### src/rtl/field_assembler.sv
// Multi-beat field assembler: merges partial writes into a full word, then queues
// completed or flushed words with their driven mask in a small output FIFO.
module field_assembler #(
  parameter  int WIDTH     = 128,
  parameter  int NFIELDS   = 8,
  parameter  int DEPTH     = 4,
  parameter  int FILL_ONES = 0,
  localparam int CW        = $clog2(DEPTH + 1)
) (
  input  logic               clk,
  input  logic               rst_n,
  input  logic               in_valid,
  output logic               in_ready,
  input  logic [NFIELDS-1:0] in_fmask,
  input  logic [WIDTH-1:0]   in_data,
  input  logic               flush,
  output logic               out_valid,
  input  logic               out_ready,
  output logic [WIDTH-1:0]   out_data,
  output logic [NFIELDS-1:0] out_drvmask,
  output logic               out_partial,
  output logic [NFIELDS-1:0] pend_mask,
  output logic [CW-1:0]      count
);
  localparam int FW = WIDTH / NFIELDS;
  localparam int PW = (DEPTH > 1) ? $clog2(DEPTH) : 1;
  localparam logic [WIDTH-1:0] FILL = (FILL_ONES != 0) ? {WIDTH{1'b1}} : {WIDTH{1'b0}};

  logic [WIDTH-1:0]   acc_data_q;
  logic [NFIELDS-1:0] acc_mask_q;
  logic [CW-1:0]      count_q, count_d;
  logic [PW-1:0]      rd_ptr_q, wr_ptr_q;

  logic [WIDTH-1:0]   mem_data_q [DEPTH];
  logic [NFIELDS-1:0] mem_mask_q [DEPTH];
  logic               mem_part_q [DEPTH];

  logic               full, accept, complete, push, pop;
  logic [WIDTH-1:0]   merged_data;
  logic [NFIELDS-1:0] merged_mask;

  assign full     = (count_q == CW'(DEPTH));
  assign in_ready = !full;
  assign accept   = in_valid && !full;

  // The accumulator holds FILL in every undriven field, so the merged word is
  // already correctly filled for a flush push.
  for (genvar gi = 0; gi < NFIELDS; gi++) begin : g_merge
    assign merged_data[gi*FW +: FW] = (accept && in_fmask[gi]) ? in_data[gi*FW +: FW]
                                                               : acc_data_q[gi*FW +: FW];
  end

  assign merged_mask = acc_mask_q | (accept ? in_fmask : '0);
  assign complete    = &merged_mask;
  assign push        = !full && (complete || (flush && (|merged_mask)));
  assign pop         = out_valid && out_ready;

  always_comb begin
    count_d = count_q;
    if (push && !pop) begin
      count_d = count_q + CW'(1);
    end else if (!push && pop) begin
      count_d = count_q - CW'(1);
    end
  end

  function automatic logic [PW-1:0] ptr_inc(input logic [PW-1:0] p);
    return (p == PW'(DEPTH - 1)) ? '0 : p + PW'(1);
  endfunction

  always_ff @(posedge clk or negedge rst_n) begin
    if (!rst_n) begin
      acc_data_q <= FILL;
      acc_mask_q <= '0;
      count_q    <= '0;
      rd_ptr_q   <= '0;
      wr_ptr_q   <= '0;
    end else begin
      if (push) begin
        acc_data_q <= FILL;
        acc_mask_q <= '0;
        wr_ptr_q   <= ptr_inc(wr_ptr_q);
      end else begin
        acc_data_q <= merged_data;
        acc_mask_q <= merged_mask;
      end
      if (pop) begin
        rd_ptr_q <= ptr_inc(rd_ptr_q);
      end
      count_q <= count_d;
    end
  end

  // Storage needs no reset: entries are only observable while counted as valid.
  always_ff @(posedge clk) begin
    if (push) begin
      mem_data_q[wr_ptr_q] <= merged_data;
      mem_mask_q[wr_ptr_q] <= merged_mask;
      mem_part_q[wr_ptr_q] <= !complete;
    end
  end

  assign out_valid   = (count_q != '0);
  assign out_data    = out_valid ? mem_data_q[rd_ptr_q] : '0;
  assign out_drvmask = out_valid ? mem_mask_q[rd_ptr_q] : '0;
  assign out_partial = out_valid ? mem_part_q[rd_ptr_q] : 1'b0;
  assign pend_mask   = acc_mask_q;
  assign count       = count_q;
endmodule

### config.mk
export PLATFORM = sky130hd
export DESIGN_NAME = field_assembler
export DESIGN_NICKNAME = d
export VERILOG_FILES = /design/src/rtl/field_assembler.sv
export SDC_FILE = /design/constraint.sdc
export NUM_CORES = 1
export LEC_CHECK = 0
export ABC_AREA = 1
export CORE_UTILIZATION = 57
export DETAILED_ROUTE_END_ITERATION = 6
export PLACE_DENSITY = 0.8
export REMOVE_ABC_BUFFERS = 1
export SYNTH_ARGS = -nofsm -noshare
export SYNTH_HDL_FRONTEND = slang
export SYNTH_SLANG_ARGS = --single-unit
### constraint.sdc
create_clock -name clk -period 9.87 [get_ports clk]
set_input_delay 1.4805 -clock clk [delete_from_list [all_inputs] [get_ports clk]]
set_output_delay 1.4805 -clock clk [all_outputs]
set_load 0.005 [all_outputs]
==> flow_summary.ini, run 1 <==
[cts]
clockRootBuffer = clkbuf_16
hold_buffers = 0
cts_setup_buffers = 0
cts_tree = built
ctsResizeCount = 0
cts-buffers-inserted = 69
cts.sinks = 691
cts_max_level = 3
clk-insertion-delay-late_ns = 0.59
clkTransAtPathRegs_ns = 0.06
clockBufferDepth = 3

[sta]
max_freq_ghz = 0.153
hold_viol = 0
fin_crit_sh_pct = 66.4
report.final.slew_viol_count = 0
rsz0062_at_grt = no
setup_viol = 0
fin_ws_ns = 3.31
slew_headroom_pct = 10.3
fin_worst_skew_ns = 0.0165
worstMarginPinSlew_ns = 1.35
min_period_ns = 6.56

[finish]
fin_util_pct = 68.6
mostFrequentLayoutCell = nor2_1
instances_no_fill = 3493
area_growth_pct = 19.1
drive_above_1_share_pct = 8.76
num-nets-final = 2916
layout_common_cells = nor2_1 (595), edfxtp_1 (548), o21ai_0 (402), clkdlybuf4s50_1 (289), inv_1 (279)
finish.instance_area_um2 = 34300

[placed_design]
io_buffer_count = 290
gp_congestion = 0.797
placed_area_um2 = 32000
post-dp-hpwl_mm = 38.9
place_ws_ns = 3.04
place_inst = 3369

[setup_path]
endpoint = out_data[116]
ff2ff_path_depth = 11
critPathLaunchType = flop
end_kind = primary output
r2r_slack_ns = 4.79
reg2reg_to = mem_data_q[2][44]
critPathKind = flop to primary output
crit_start = rd_ptr_q[0]
cp.required_ns = 8.39
reg2reg_from = count[0]
worst_ep_arrival_time_ns = 5.08
crit_fanout = 109

[grt]
antenna_found_initial = 1
grt_pass1_wl_mm = 103
grt.total_usage_pct = 26.5
grt_max_degree = 146
first_global_vias = 19000
overflow = 0

[floorplan]
die_y_um = 227
io_pins = 291
core-area_um2 = 50100
rows = 82
dieArea_um2 = 51500
start_util_pct = 57.6
die_w_um = 227

[drt]
via_per_inst = 5.47
wl_per_cell_um = 19.4
vias = 19100
first_pass_iters = 6
finalWirelength_mm = 67.6
detail-route-antenna-nets = 0
post-route-drc-count = 0
drtIter0Drc = 1955

[synth]
synthXorXnorAreaFrac_pct = 0.0608
ys_seq_area_share_pct = 69.5
synthesis.area_um2 = 28800
syn_avg_cell_area_um2 = 11.4
synth_top_family_by_area = simple AND/OR/NAND/NOR gates
synth_warnings = 0
synth-simple-area-share_pct = 14.2
ys_types = 28
synth_cells = 2537
synth-seq-cells = 691
synth_compound_gate_area_share_pct = 9.42
synth_mux_area_share_pct = 0.0391
synthAdderAreaFrac_pct = 0.330

[power_and_ir_drop]
fin_total_pwr_mw = 11.3
power_switching_mw = 3.95
p_leak_nw = 13.4
max-vdd-ir-drop_mv = 0.194
pwr-share-comb_pct = 37.8
p_int_mw = 7.35
p_clk_share_pct = 23.6
pwr_density_cell_nw_per_um2 = 329
switching_share_pct = 35.0
seq_power_share_pct = 38.6

[min_path]
hp-class = flop to flop
hold_path_depth = 2

[flow_run]
max_cap_viol_count = 0

[run_status]
outcome = complete, no violations
-- cells in the mapped netlist --
cell	n	area share [%]
mux2_2	1	0.039
inv_1	282	3.7
clkbuf_1	114	1.5
nor2_1	599	7.8
dfrtp_1	143	12
fa_1	1	0.069
nand3_2	1	0.035
nand3_1	4	0.069
inv_2	1	0.013
ha_1	6	0.26
edfxtp_1	548	57
o21ai_2	1	0.030
buf_12	12	0.83
nand2_2	6	0.13
xnor2_1	1	0.030
nand3_4	5	0.30
a21oi_1	139	2.4
nand2_4	2	0.078
o21ai_0	402	7.0
nand2_1	144	1.9
inv_4	1	0.022
nor2_2	1	0.022
buf_1	16	0.21
buf_6	5	0.20
nor2_4	99	3.9
nor3_2	1	0.035
xor2_1	1	0.030
nor3_1	1	0.017
-- state kept, by name, indices dropped and copies added (netlist names) --
name / count
acc_data_q: 128
count: 3
mem_data_q: 512
mem_mask_q: 32
mem_part_q: 4
pend_mask: 8
rd_ptr_q: 2
wr_ptr_q: 2
-- metal layers --
layer	vias to the layer above	wire length, um	GRT usage (%)
met3	135	5490	3.86
met1	9238	27300	35.9
met2	898	32800	43.4
met4	0	2030	10.6
li1	8853	-	-
met5	-	0	0
-- metrics by stage --
stage                     hold WS [ns]  setup TNS, ns
after floorplan                  0.492        -275.88
after global placement           0.514              0
after detailed placement         0.554              0
after CTS                        0.567              0
after global routing             0.594              0
final                            0.565              0
-- power by group through the flow --
stage	Combinational, mW	Clock [mW]	Sequential (mW)
final	4.27	2.67	4.36
after global placement	4.10	0	4.38
after floorplan	2.20	0	4.51
after CTS	4.27	2.69	4.36
after global routing	4.65	2.81	4.42
after detailed placement	4.22	0	4.41
-- cell families after synthesis --
family,after synthesis
AO/OA/AOI/OAI,542
XOR/XNOR,2
adder cells (fa/ha/maj),7
buffers and inverters,431
flip-flops,691
multiplexers,1
AND/OR/NAND/NOR,863
-- critical path, cell delays in order (launching register included) --
cell and delay (ns):
dfrtp_4 0.97, buf_4 1.01, buf_4 0.93, nor2_1 0.16, nor2_1 0.16, o21ai_0 0.13
a21oi_1 0.33, clkdlybuf4s50_1 0.57
-- worst min-delay path by stage --
stage,from,endpoint,slack (ns)
finish,wr_ptr_q[0],wr_ptr_q[0],0.57
global route,wr_ptr_q[1],wr_ptr_q[1],0.59
CTS,wr_ptr_q[1],wr_ptr_q[1],0.57
detailed placement,wr_ptr_q[1],wr_ptr_q[1],0.55
global placement,wr_ptr_q[1],wr_ptr_q[1],0.51
floorplan,wr_ptr_q[1],wr_ptr_q[1],0.49
-- area by class of cell --
cell class | instances | area (um2)
Sequential cell | 691 | 20000
Fill cell | 3415 | 15700
Inverter | 284 | 1090
Clock inverter | 24 | 299
Clock buffer | 99 | 2030
Antenna cell | 1 | 2.50
Multi-Input combinational cell | 1415 | 6970
Timing Repair Buffer | 307 | 3060
Tap cell | 672 | 841
No activity file was read; power rests on OpenSTA's default activity.
==> run 2: changes to the inputs <==
--- a/config.mk
+++ b/config.mk
@@ -6,9 +6,9 @@
 export NUM_CORES = 1
 export LEC_CHECK = 0
 export ABC_AREA = 1
-export CORE_UTILIZATION = 57
+export CORE_UTILIZATION = 51
 export DETAILED_ROUTE_END_ITERATION = 6
-export PLACE_DENSITY = 0.8
+export PLACE_DENSITY = 0.76
 export REMOVE_ABC_BUFFERS = 1
 export SYNTH_ARGS = -nofsm -noshare
 export SYNTH_HDL_FRONTEND = slang
==> constraint.sdc (replaced) <==
create_clock -name clk -period 5.8 [get_ports clk]
set_input_delay 0.87 -clock clk [delete_from_list [all_inputs] [get_ports clk]]
set_output_delay 0.87 -clock clk [all_outputs]
set_load 0.005 [all_outputs]
==> run 2 against run 1 <==
  * Via count decreased by 0.38%
  * Setup slack got worse by 2.4 ns
  * Clock skew increased by 0.0093 ns
  * Critical endpoint is now out_partial
==> flow_summary.ini, run 2 (synthesis results as in run 1) <==
[setup_path]
critPathKind = flop to primary output
end_kind = primary output
worst_ep_arrival_time_ns = 3.99
critPathLaunchType = flop
crit_fanout = 196
cp.required_ns = 4.93
r2r_slack_ns = 1.69

[sta]
max_freq_ghz = 0.206
min_period_ns = 4.86
setup_viol = 0
fin_tns_setup_ns = 0
rsz0062_at_grt = no
fin_ws_ns = 0.944
fin_crit_sh_pct = 83.7
whs_ns = 0.424
worstMarginPinSlew_ns = 1.11
hold_viol = 0
fin_worst_skew_ns = 0.0257
report.final.slew_viol_count = 0
slew_headroom_pct = 26.2

[grt]
first_global_vias = 19000
antenna_found_initial = 1
grt.total_usage_pct = 24.4
overflow = 0
grt_pass1_wl_mm = 106
grt_max_degree = 197

[cts]
ctsResizeCount = 0
clockBufferDepth = 3
cts_tree = built
clkTransAtPathRegs_ns = 0.06
clockRootBuffer = clkbuf_16
hold_buffers = 0
cts.sinks = 691
clk-insertion-delay-late_ns = 0.60
cts-buffers-inserted = 70
cts_max_level = 3
cts_setup_buffers = 0

[power_and_ir_drop]
max-vdd-ir-drop_mv = 0.398
switching_share_pct = 35.3
pwr_density_cell_nw_per_um2 = 556
pwr-share-comb_pct = 38.2
seq_power_share_pct = 38.7
power_switching_mw = 6.77
p_leak_nw = 13.4
p_clk_share_pct = 23.1
p_int_mw = 12.4

[floorplan]
die_y_um = 240
rows = 86
start_util_pct = 51.9
dieArea_um2 = 57500
die_w_um = 240
core-area_um2 = 55500
io_pins = 291

[finish]
instances_no_fill = 3581
fin_util_pct = 62.2
num-nets-final = 2922
ff_latch_area_um2 = 20000
drive_above_1_share_pct = 8.79
area_growth_pct = 19.7
mostFrequentLayoutCell = nor2_1
largest-register = mem_data_q
multi_input_area_um2 = 6970
largest_register_ffs = 512
top_regs = mem_data_q x512, acc_data_q x128, mem_mask_q x32
n_fill_cell = 4232
layout_common_cells = nor2_1 (595), edfxtp_1 (548), o21ai_0 (402), clkdlybuf4s50_1 (289), inv_1 (279)

[min_path]
hp-class = input port to asynchronous set/reset pin

[drt]
via_per_inst = 5.32
first_pass_iters = 5
finalWirelength_mm = 69.3
post-route-drc-count = 0
vias = 19100
wl_per_cell_um = 19.4
detail-route-antenna-nets = 0
drtIter0Drc = 1645

[run_status]
outcome = complete, no violations

[flow_run]
max_cap_viol_count = 0

[placed_design]
place_ws_ns = 0.487
post-dp-hpwl_mm = 39.5
io_buffer_count = 290
place_inst = 3450
gp_congestion = 0.793
==> run 2: changes by cell type in the layout (fill, tap and decap cells not counted), sizes merged <==
cell and delta:
clkbuf +16, buf +5, clkinv -5, inv +1, bufinv -5
==> run 2: layout make-up <==
class / instances / share of cell area (%)
diodes: 1 / 0.00725
clock buffers: 115 / 6.19
clock inverters: 15 / 0.413
inverters: 284 / 3.16
multi-input cells: 1415 / 20.2
flip-flops and latches: 691 / 58.1
well taps: 748 / 2.71
repair buffers: 312 / 9.25
==> run 2: metal layers <==
metal	up-vias	wire length [um]	track usage (%)
li1	8871	-	-
met1	9265	27800	32.4
met2	817	33600	40.1
met3	99	6140	4.85
met4	0	1820	8.72
met5	-	0	0
==> run 2: worst max-delay path: stages, from the launching register on <==
cell	delay (ns)
dfrtp_4	1.04
buf_12	0.63
nor2_1	0.12
nor2_1	0.11
o21ai_0	0.10
a21oi_1	0.42
clkdlybuf4s50_1	0.61
==> run 2: power groups by stage <==
| stage | logic [mW] | clock network, mW | registers, mW |
|---|---|---|---|
| 2_1_floorplan | 3.75 | 0 | 7.67 |
| 5_1_grt | 8.04 | 4.70 | 7.51 |
| 4_1_cts | 7.39 | 4.50 | 7.42 |
| 3_3_place_gp | 7.13 | 0 | 7.45 |
| 6_report | 7.34 | 4.44 | 7.42 |
| 3_5_place_dp | 7.32 | 0 | 7.51 |
==> run 2: worst paths after layout <==
path / startpoint / end / cells past startpoint
worst max-delay path: rd_ptr_q[0] / out_partial / 6
worst min-delay path: rst_n / acc_data_q[10] / 1
min in group clk: wr_ptr_q[1] / wr_ptr_q[1] / 2
worst min register to register: wr_ptr_q[1] / wr_ptr_q[1] / 2
max in group asynchronous: rst_n / acc_data_q[112] / 2
worst max register to register: count[1] / count[2] / 17
==> run 2: per-stage QoR <==
stage | instance area [um2] | power (mW)
finish | 34500 | 19.2
global route | 34500 | 20.3
CTS | 34500 | 19.3
detailed placement | 32200 | 14.8
global placement | 32200 | 14.6
floorplan | 28000 | 11.4
